<file path="src/rtl/cnn_ctrl_pkg.sv">
// Shared types and constant helpers for the per-layer stream controllers.
package cnn_ctrl_pkg;

   typedef enum logic [2:0] {
      StIdle,
      StClear,
      StFeed,
      StDrain,
      StDone
   } state_t;

   function automatic int unsigned addr_width(input int unsigned n);
      return (n <= 2) ? 1 : $clog2(n);
   endfunction

   function automatic int unsigned out_dim(input int unsigned img, input int unsigned kernel);
      return img - kernel + 1;
   endfunction

endpackage

</file>
<file path="src/rtl/stream_addr_counter.sv">
// Loadable, enable-gated up-counter with a terminal-count flag at TC_VAL.
module stream_addr_counter #(
   parameter int unsigned WIDTH  = 8,
   parameter int unsigned TC_VAL = 255
) (
   input  logic             clk,
   input  logic             rst,
   input  logic             load,
   input  logic [WIDTH-1:0] load_val,
   input  logic             en,
   output logic [WIDTH-1:0] cnt,
   output logic             tc
);

   always_ff @(posedge clk) begin
      if (!rst) begin
         cnt <= '0;
      end else if (load) begin
         cnt <= load_val;
      end else if (en) begin
         cnt <= cnt + 1'b1;
      end
   end

   assign tc = (cnt == WIDTH'(TC_VAL));

endmodule

</file>
<file path="src/rtl/layer_stream_ctrl.sv">
// Frame sequencer for one conv layer: clear, stream pixels, number the results.
// Optional drain watchdog enabled by defining LAYER_STREAM_CTRL_TIMEOUT_EN.
module layer_stream_ctrl
   import cnn_ctrl_pkg::*;
#(
   parameter int unsigned DATA_WIDHT = 32,
   parameter int unsigned CHANNEL_IN = 16,
   parameter int unsigned IMG_WIDHT  = 44,
   parameter int unsigned IMG_HEIGHT = 44,
   parameter int unsigned KERNEL     = 3,
`ifdef LAYER_STREAM_CTRL_TIMEOUT_EN
   parameter int unsigned TIMEOUT    = 4096,
`endif
   localparam int unsigned AW = addr_width(IMG_WIDHT * IMG_HEIGHT),
   localparam int unsigned DW = DATA_WIDHT * CHANNEL_IN
) (
   input  logic          clk,
   input  logic          rst,
   input  logic          start,
   output logic          busy,
   output logic          done,
   output logic          rd_en,
   output logic [AW-1:0] rd_addr,
   input  logic [DW-1:0] rd_data,
   output logic          layer_rst,
   output logic [DW-1:0] layer_data_in,
   output logic          layer_valid_in,
   input  logic          layer_valid_out,
   output logic          wr_en,
   output logic [AW-1:0] wr_addr,
   output logic          err
);

   localparam int unsigned NPIX = IMG_WIDHT * IMG_HEIGHT;
   localparam int unsigned NOUT = out_dim(IMG_WIDHT, KERNEL) * out_dim(IMG_HEIGHT, KERNEL);

   state_t        state;
   logic [AW-1:0] in_cnt, out_cnt;
   logic          in_last, out_full, active, last_result, rd_pipe;

`ifdef LAYER_STREAM_CTRL_TIMEOUT_EN
   localparam int unsigned TW = $clog2(TIMEOUT + 1);
   logic [TW-1:0] wd;
`endif

   stream_addr_counter #(.WIDTH(AW), .TC_VAL(NPIX - 1)) u_in_cnt (
      .clk      (clk),
      .rst      (rst),
      .load     (state == StClear),
      .load_val ('0),
      .en       (state == StFeed),
      .cnt      (in_cnt),
      .tc       (in_last)
   );

   stream_addr_counter #(.WIDTH(AW), .TC_VAL(NOUT)) u_out_cnt (
      .clk      (clk),
      .rst      (rst),
      .load     (state == StClear),
      .load_val ('0),
      .en       (wr_en),
      .cnt      (out_cnt),
      .tc       (out_full)
   );

   assign active      = (state == StFeed) || (state == StDrain);
   assign wr_en       = layer_valid_out && active && !out_full;
   assign last_result = wr_en && (out_cnt == AW'(NOUT - 1));
   assign rd_addr     = in_cnt;
   assign wr_addr     = out_cnt;

   always_ff @(posedge clk) begin
      if (!rst) begin
         state          <= StIdle;
         busy           <= 1'b0;
         done           <= 1'b0;
         rd_en          <= 1'b0;
         rd_pipe        <= 1'b0;
         layer_rst      <= 1'b1;
         layer_valid_in <= 1'b0;
         layer_data_in  <= '0;
         err            <= 1'b0;
`ifdef LAYER_STREAM_CTRL_TIMEOUT_EN
         wd             <= '0;
`endif
      end else begin
         done      <= 1'b0;
         layer_rst <= 1'b1;
         // Buffer returns data one cycle after rd_en; register it for the layer.
         rd_pipe        <= rd_en;
         layer_valid_in <= rd_pipe;
         if (rd_pipe) layer_data_in <= rd_data;
         if (layer_valid_out && (!active || out_full)) err <= 1'b1;
`ifdef LAYER_STREAM_CTRL_TIMEOUT_EN
         if (state != StDrain || layer_valid_out) wd <= '0;
         else wd <= wd + 1'b1;
`endif
         unique case (state)
            StIdle: begin
               if (start) begin
                  state     <= StClear;
                  busy      <= 1'b1;
                  layer_rst <= 1'b0;
                  err       <= 1'b0;
               end
            end
            StClear: begin
               state <= StFeed;
               rd_en <= 1'b1;
            end
            StFeed: begin
               if (in_last) begin
                  state <= StDrain;
                  rd_en <= 1'b0;
               end
            end
            StDrain: begin
               if (out_full || last_result) begin
                  state <= StDone;
                  done  <= 1'b1;
               end
`ifdef LAYER_STREAM_CTRL_TIMEOUT_EN
               else if (!layer_valid_out && wd == TW'(TIMEOUT - 1)) begin
                  state <= StDone;
                  done  <= 1'b1;
                  err   <= 1'b1;
               end
`endif
            end
            StDone: begin
               state <= StIdle;
               busy  <= 1'b0;
            end
            default: begin
               state <= StIdle;
               busy  <= 1'b0;
            end
         endcase
      end
   end

endmodule

</file>
<file path="config.mk">
export PLATFORM = sky130hd
export DESIGN_NAME = layer_stream_ctrl
export DESIGN_NICKNAME = d
export VERILOG_FILES = /design/src/rtl/cnn_ctrl_pkg.sv /design/src/rtl/stream_addr_counter.sv /design/src/rtl/layer_stream_ctrl.sv
export SDC_FILE = /design/constraint.sdc
export NUM_CORES = 1
export LEC_CHECK = 0
export ABC_AREA = 0
export CORE_AREA = 2 2 413 415
export DETAILED_ROUTE_END_ITERATION = 8
export DIE_AREA = 0 0 415 417
export GPL_ROUTABILITY_DRIVEN = 0
export PLACE_DENSITY_LB_ADDON = 0.1
export SYNTH_ARGS = -nofsm -noshare
export SYNTH_HDL_FRONTEND = slang
export SYNTH_HIERARCHICAL = 1
export SYNTH_SLANG_ARGS = --single-unit
</file>
<file path="constraint.sdc">
create_clock -name clk -period 4.11 [get_ports clk]
set_input_delay 0.6165 -clock clk [delete_from_list [all_inputs] [get_ports clk]]
set_output_delay 0.6165 -clock clk [all_outputs]
set_load 0.01 [all_outputs]
</file>
* Word level (Yosys, flattened, before mapping) *
Cells that the tools add are included.

operators by class
  add/sub/neg operators = 2
  eq/ne operators = 9
  mux-type cells = 13
  bitwise operators = 2
  reductions and logical operators = 18

operators with widths
  kind                                                                   count
  11-bit equality test, second input constant                            3
  11-bit by 1-bit adder with 11-bit output, second input constant        2
  3-bit case mux with 4 select lines                                     1
  3-bit 2-to-1 mux                                                       3
  2-bit AND reduction                                                    4
  1-bit 2-to-1 mux                                                       7
  3-bit by 2-bit equality test with 1-bit output, second input constant  2
  1-bit logical AND                                                      4
  2-bit != test, second input constant                                   2
  1-bit case mux with 2 select lines                                     2
  3-bit by 1-bit equality test with 1-bit output, second input constant  1
  3-bit zero test                                                        1
  1-bit logical OR                                                       3
  3-bit AND reduction                                                    1
  3-bit OR reduction                                                     1
  1-bit zero test                                                        2
  2-bit by 1-bit != test with 1-bit output, second input constant        1
  1-bit inverter                                                         2
  2-bit nonzero test                                                     1
  2-bit OR reduction                                                     1

storage, ports and cells
  register bits after elaboration = 544

* Logic depth before layout (Yosys ltp) *
Gate-level depths: netlist (run 1).

  depth in word-level cells = 8
  mapped depth = 9
  gate-level depth less buffers = 8

* Cells and area by module *
Netlist (run 1), hierarchy kept.

by module, submodules not included
  module                           instances  cells each  area each (um^2)  sequential area each (um^2)
  layer_stream_ctrl                1          1698        19880.3           10450.0
  stream_addr_counter (u_in_cnt)   1          82          705.7             220.2
  stream_addr_counter (u_out_cnt)  1          83          686.9             220.2

* Worst setup path after synthesis (run 1) *
OpenSTA, ideal clock, no wires.

  path kind = register to register
  start point = register u_out_cnt.cnt[0]
  end point = register u_out_cnt.cnt[10]
  arrival time = 2199 ps
  required time = 4036 ps
  slack = 1837 ps
  stages on the path, launching flop included = 10
  path buffers = 1
  period minus slack after synthesis = 2273 ps
  cells stage by stage = dfxtp_1 inv_1 ha_1 nand4_1 nor3_1 and4bb_2 buf_2 nand2_1 or4_1 a31oi_1

on the way
  word-level cells in the longest chain between the ends = 3

RTL lines
  what                      line                       RTL
  start: declaration        stream_addr_counter.sv:11  output logic [WIDTH-1:0] cnt,
  start signal: assignment  stream_addr_counter.sv:19  cnt <= load_val;
  start signal: assignment  stream_addr_counter.sv:21  cnt <= cnt + 1'b1;
  11-bit equality test      stream_addr_counter.sv:25  assign tc = (cnt == WIDTH'(TC_VAL));
  via out_full              layer_stream_ctrl.sv:39    logic in_last, out_full, active, last_result, rd_pipe;
  1-bit zero test           layer_stream_ctrl.sv:67    assign wr_en = layer_valid_out && active && !out_full;
  1-bit logical AND         layer_stream_ctrl.sv:67
  via wr_en                 layer_stream_ctrl.sv:29    output logic wr_en,

The timed path passes the listed nets, and every way through them passes these cells.
A chain may end at the register's enable or synchronous reset.

* Worst setup path after layout (run 1) *
  start point = register u_out_cnt.cnt[0]
  end point = output wr_en

on the way
  word-level cells in the longest chain between the ends = 3

RTL lines
  what                  line
  11-bit equality test  stream_addr_counter.sv:25
  via out_full          layer_stream_ctrl.sv:39
  1-bit zero test       layer_stream_ctrl.sv:67
  1-bit logical AND     layer_stream_ctrl.sv:67
  end: declaration      layer_stream_ctrl.sv:29

The timed path passes the listed nets, and every way through them passes these cells.

==> results.toml, run 1 <==
[cts]
clockRootBuffer = "clkbuf_16"
clk_latency_ns = 0.68
clock_path_buffers = 3
cts_sinks = 544
clk_pin_slew_ns = 0.06
holdBufCountCts = 0
cts_setup_buffers = 0
cts_resized = 0
cts_tree = "done"
numCtsBuffers = 80
htree_levels = 3

[setup_path]
slowest_stage = "nor3_1"
end_kind = "output port"
cp_cell_sequence = "inv_1 > ha_1 > nand4_1 > nor3_1 > and4bb_2 > clkdlybuf4s50_1"
crit_family = "simple AND/OR/NAND/NOR gates"
cp.arrival_ns = 2.87
critPathLaunchType = "flip-flop"
cp-startpoint = "u_out_cnt/cnt[0]"
cp.required_ns = 3.49
crit_buf_inv = 2
reg2reg_from = "u_out_cnt/cnt[0]"
slowest_delay_ns = 0.52
path_max_fanout = 12
worst-setup-path-type = "flip-flop to output port"

[grt]
grt_pass1_vias = 17487
overflow = 0
grt_use_total = 0.128
antenna_found_initial = 34
grt_pass1_wl_mm = 154
grt_max_degree = 111

[sta]
setup_viol = 0
whs_ns = 0.456
setup-tns-final_ns = 0
clock.fmax_mhz = 287
final-hold-violation-count = 0
period_share = 0.847
maxSlewViolCount = 0
skew_ns = 0.0144
slew_headroom = 0.378
rsz0062_at_grt = "no"
worst_pin_slew_ns = 0.934
fin_crit_ns = 3.48

[worst_hold_path]
min_from = "rst"
hold_path_class = "input port to flip-flop"

[synth]
syn_avg_cell_area_sq_um = 11.4
synthCells = 1863
synthTopCellsByCount = "544 x dfxtp_1, 516 x mux2i_1, 516 x nor2b_1"
synth-seq-area-share = 0.512
async_flop_share = 0
netlist.area_leader.share = 0.512
yosysMostFrequentCell = "dfxtp_1"
ys_ff_latch = 544
synth_ff_type = "dfxtp_1"
synth_cell_types = 50
synth_edf_count = 0
syn-cell-area_sq_um = 21300
ys_warn_count = 6
synth_top_area_cell = "dfxtp_1"
synth_area_leaders = "dfxtp_1 51%, mux2i_1 24%, nor2b_1 15%"

[power]
p_seq_frac = 0.384
pwr-share-comb = 0.140
power_switching_mw = 3.85
vdd_drop_max_mv = 0.273
p_leak_nw = 11.6
total_power_mw = 14.9
internal_power_mw = 11.0
clockPowerShare = 0.476
p_per_area_nw_per_um2 = 404
p_sw_frac = 0.259

[placement]
hpwl_mm = 90.0
place.port_buffers = 1056
placed_area_sq_um = 34100

[routing]
dr.pass1.iters = 4
routed_wl_mm = 115
drc_errors = 0
drt_iter0_drc = 583
post_drt_wl_per_cell_microns = 22.1
vias = 17052
detail-route-antenna-nets = 0
via_per_inst = 3.27

[finish]
nNetsFinal = 3440
final_area_sq_um = 36800
nFillCells = 18412
drive_gt1_frac = 0.0523
area_delta_synth_final_pct = 73.1

[die]
design.die.area_sq_um = 173000
die_h_microns = 417
core_sq_um = 169000
start_util = 0.126
die_x_microns = 415
ios = 1057
core.rowCount = 151

[run]
max-cap-violations = 0

[run_status]
status = "finished clean"
[layer usage]
| metal | wire length, microns | global-route usage |
|---|---|---|
| met1 | 45100 | 0.143 |
| met2 | 60500 | 0.233 |
| met3 | 7320 | 0.0423 |
| met4 | 2020 | 0.0296 |
| met5 | 137 | 0 |
[logic make-up after synthesis]
logic type               after synthesis  synth area share
AO/OA/AOI/OAI                         53            0.0152
XOR/XNOR                               8           0.00329
adder cells (fa/ha/maj)                3           0.00176
buffers and inverters                131            0.0429
flip-flops                           544             0.512
multiplexers                         517             0.243
other                                  1          0.000176
AND/OR/NAND/NOR                      606             0.181
[path summary, 6_finish.rpt]
path,end,slack (ns),cells past startpoint
worst min register to register,busy,0.47,1
worst max-delay path,wr_en,0.63,6
worst min-delay path,err,0.46,2
worst max register to register,u_out_cnt/cnt[10],1.56,8
[power groups by stage]
stage	clock network, mW	logic, mW	registers, mW
finish	7.07	2.08	5.71
detailed placement	0	2.13	5.83
CTS	7.45	2.14	5.72
global route	7.64	2.23	5.75
floorplan	0	0.799	5.87
global placement	0	2.14	5.83
[cell usage in the layout (no fill, tap or decap), types with 4 or more instances in the layout]
cell / count
a21oi_1: 6
a31oi_1: 8
and2_1: 8
buf_12: 10
buf_4: 13
clkbuf_1: 19
clkbuf_16: 82
clkbuf_8: 24
clkdlybuf4s50_1: 1055
clkinv_2: 7
conb_1: 22
dfxtp_1: 543
diode_2: 11
inv_1: 6
mux2i_1: 516
nand2_1: 10
nand3_1: 10
nand4_1: 9
nor2_1: 4
nor2b_1: 516
nor3b_1: 6
o21ai_0: 24
or4_1: 6
xor2_1: 5
[final cells by class]
cell class              count  area (sq um)  area share
multi-input cells        1209          9550       0.260
diodes                     11          27.5    0.000748
clock inverters            16           213     0.00578
inverters                   7          26.3    0.000714
repair buffers           1079         10900       0.295
clock buffers             125          2450      0.0666
flip-flops and latches    544         10900       0.296
well taps                2218          2780      0.0754
[registers in the layout (all words and copies together), names as in the netlist]
register        cells
busy                1
done                1
err                 1
layer_data_in     512
layer_rst           1
layer_valid_in      1
rd_en               1
rd_pipe             1
state               3
u_in_cnt/cnt       11
u_out_cnt/cnt      11
[stage by stage]
| step | utilization | std cells | worst slack [ns] |
|---|---|---|---|
| 2_1_floorplan | - | 1884 | 1.84 |
| 3_3_place_gp | 0.202 | 5057 | 1.26 |
| 3_5_place_dp | 0.202 | 5057 | 1.27 |
| 4_1_cts | 0.218 | 5198 | 0.487 |
| 5_1_grt | 0.218 | 5202 | 0.390 |
| 6_report | 0.218 | 5209 | 0.628 |
(Power assumes the default switching activity.)
==> inputs of run 2 (changes only) <==
Settings changed: CORE_AREA 2 2 413 415 to 2 2 415 417, DIE_AREA 0 0 415 417 to 0 0 417 419.
Clock period 4.11 ns to 3.25 ns, I/O delays scaled along.
==> run 2 against run 1 <==
Net effect: register-to-register slack lost 0.73 ns; sequential power increased by 26%; sequential share of layout area grew 0.11 points; combinational power rose by 27%; critical path depth rose by 1; setup slack worse by 0.40 ns; clock-buffer cell count down 6; via count is 0.93% lower; largest power group unchanged.
==> results.toml, run 2 (same netlist as run 1, synthesis figures left out) <==
[setup_path]
worstRegToRegCells = 10
end_kind = "output port"
worst-setup-path-type = "flip-flop to output port"
critPathLaunchType = "flip-flop"
slowest_delay_ns = 0.55
reg2reg_from = "u_out_cnt/cnt[1]"
cp_cell_sequence = "inv_1 > ha_1 > nand4_1 > nor3_1 > buf_4 > and4bb_4 > clkdlybuf4s50_1"
crit_family = "buffers and inverters"
crit_cells = 7
crit_buf_inv = 3
r2r_end = "u_out_cnt/cnt[10]"
slowest_stage = "clkdlybuf4s50_1"
cp.required_ns = 2.76
r2r_setup_slack_ns = 0.83
cp.arrival_ns = 2.53
path_max_fanout = 9

[worst_hold_path]
min_from = "rst"
holdPathStages = 2
whs_endpoint = "err"
hold_path_class = "input port to flip-flop"

[routing]
drc_errors = 0
via_per_inst = 3.24
drt_iter0_drc = 549
vias = 16893
routed_wl_mm = 112
detail-route-antenna-nets = 0
post_drt_wl_per_cell_microns = 21.5
dr.pass1.iters = 4

[finish]
regMostFlops = "layer_data_in"
final_cell_count_no_fill = 5217
drive_gt1_frac = 0.0497
nNetsFinal = 3444
layout_common_cells = "1055 x clkdlybuf4s50_1, 542 x dfxtp_1, 516 x mux2i_1, 516 x nor2b_1, 79 x clkbuf_16"
nFillCells = 18518
area_delta_synth_final_pct = 72.5
largestRegisters = "layer_data_in x512, u_in_cnt/cnt x11, u_out_cnt/cnt x11"
final_common_cell = "clkdlybuf4s50_1"
largest_register_ffs = 512

[power]
p_per_area_nw_per_um2 = 501
p_leak_nw = 11.5
vdd_drop_max_mv = 0.324

[cts]
clock_path_buffers = 3
holdBufCountCts = 0
htree_levels = 3
clk_latency_ns = 0.70
cts_tree = "done"
cts_sinks = 544
clockRootBuffer = "clkbuf_16"
numCtsBuffers = 79
clk_pin_slew_ns = 0.06

[grt]
overflow = 0
antenna_found_initial = 16
grt_max_degree = 122
globalRouteMet2Util = 0.218
top_usage_layer = "met2"
use_met1 = 0.142
grt_pass1_wl_mm = 150
grt_pass1_vias = 17151
gr-usage-met3 = 0.0380
grt_use_total = 0.123

[die]
die_x_microns = 417
core_sq_um = 171000
core.rowCount = 152
start_util = 0.125
die_h_microns = 419
ios = 1057
design.die.area_sq_um = 175000

[sta]
slew_headroom = 0.512
skew_ns = 0.0414
clock.fmax_mhz = 331
setup_slack_ns = 0.231
maxSlewViolCount = 0
worst_pin_slew_ns = 0.732
rsz0062_at_grt = "no"
final-hold-violation-count = 0
setup-tns-final_ns = 0
fin_crit_ns = 3.02
setup_viol = 0
period_share = 0.929

[run_status]
status = "finished clean"

[placement]
place.port_buffers = 1056
hpwl_mm = 86.9
dp_cells = 5075
place_ws_ns = 0.567

[run]
max-cap-violations = 0
==> run 2: changes by cell type in the layout (fill, tap and decap cells not counted), sizes merged <==
cell / delta
clkbuf: -6
clkinv: +5
inv: -2
diode: -6
bufinv: -2
clkinvlp: -1
buf: +5
==> run 2: through the flow <==
stage / hold WS (ns) / cell area [sq um] / power [mW] / utilization
2_1_floorplan: 0.509 / 21400 / 8.43 / -
3_3_place_gp: 0.483 / 34100 / 10.1 / 0.200
3_5_place_dp: 0.466 / 34100 / 10.0 / 0.200
4_1_cts: 0.203 / 36700 / 19.0 / 0.215
5_1_grt: 0.250 / 36700 / 19.3 / 0.215
6_report: 0.273 / 36700 / 18.4 / 0.215
==> run 2: area by class of cell <==
type / count / area, sq um / share of cell area
Clock inverter: 16 / 256 / 0.00699
Tap cell: 2233 / 2790 / 0.0761
Antenna cell: 5 / 12.5 / 0.000341
Inverter: 7 / 26.3 / 0.000716
Sequential cell: 544 / 10900 / 0.297
Multi-Input combinational cell: 1209 / 9550 / 0.260
Clock buffer: 119 / 2270 / 0.0618
Timing Repair Buffer: 1084 / 10900 / 0.297
==> run 2: where the power goes <==
part | leakage [nW] | internal, mW | switching [mW]
logic | 5.91 | 1.55 | 1.10
registers | 4.40 | 6.97 | 0.233
clock network | 1.22 | 4.93 | 3.62
==> run 2: what timing repair did <==
item                                    4_1_cts  5_1_grt
setup buffers                                 0        2
pin swaps                                     1        1
endpoints found under the setup margin        1        1
gates resized for setup                       2        0
==> run 2: how the worst max path moves through the flow <==
| stage | from | end |
|---|---|---|
| final | u_out_cnt/cnt[1] | wr_en |
| after global routing | u_out_cnt/cnt[1] | wr_en |
| after CTS | u_out_cnt/cnt[1] | wr_en |
| after detailed placement | u_out_cnt/cnt[1] | wr_en |
| after global placement | u_out_cnt/cnt[1] | wr_en |
| after floorplan | u_out_cnt/cnt[0] | u_out_cnt/cnt[10] |
==> run 2: per-layer routing <==
metal | vias up | part of all wire
li1 | 8405 | -
met1 | 7879 | 0.41
met2 | 487 | 0.51
met3 | 110 | 0.063
met4 | 12 | 0.017
met5 | - | 0.00070
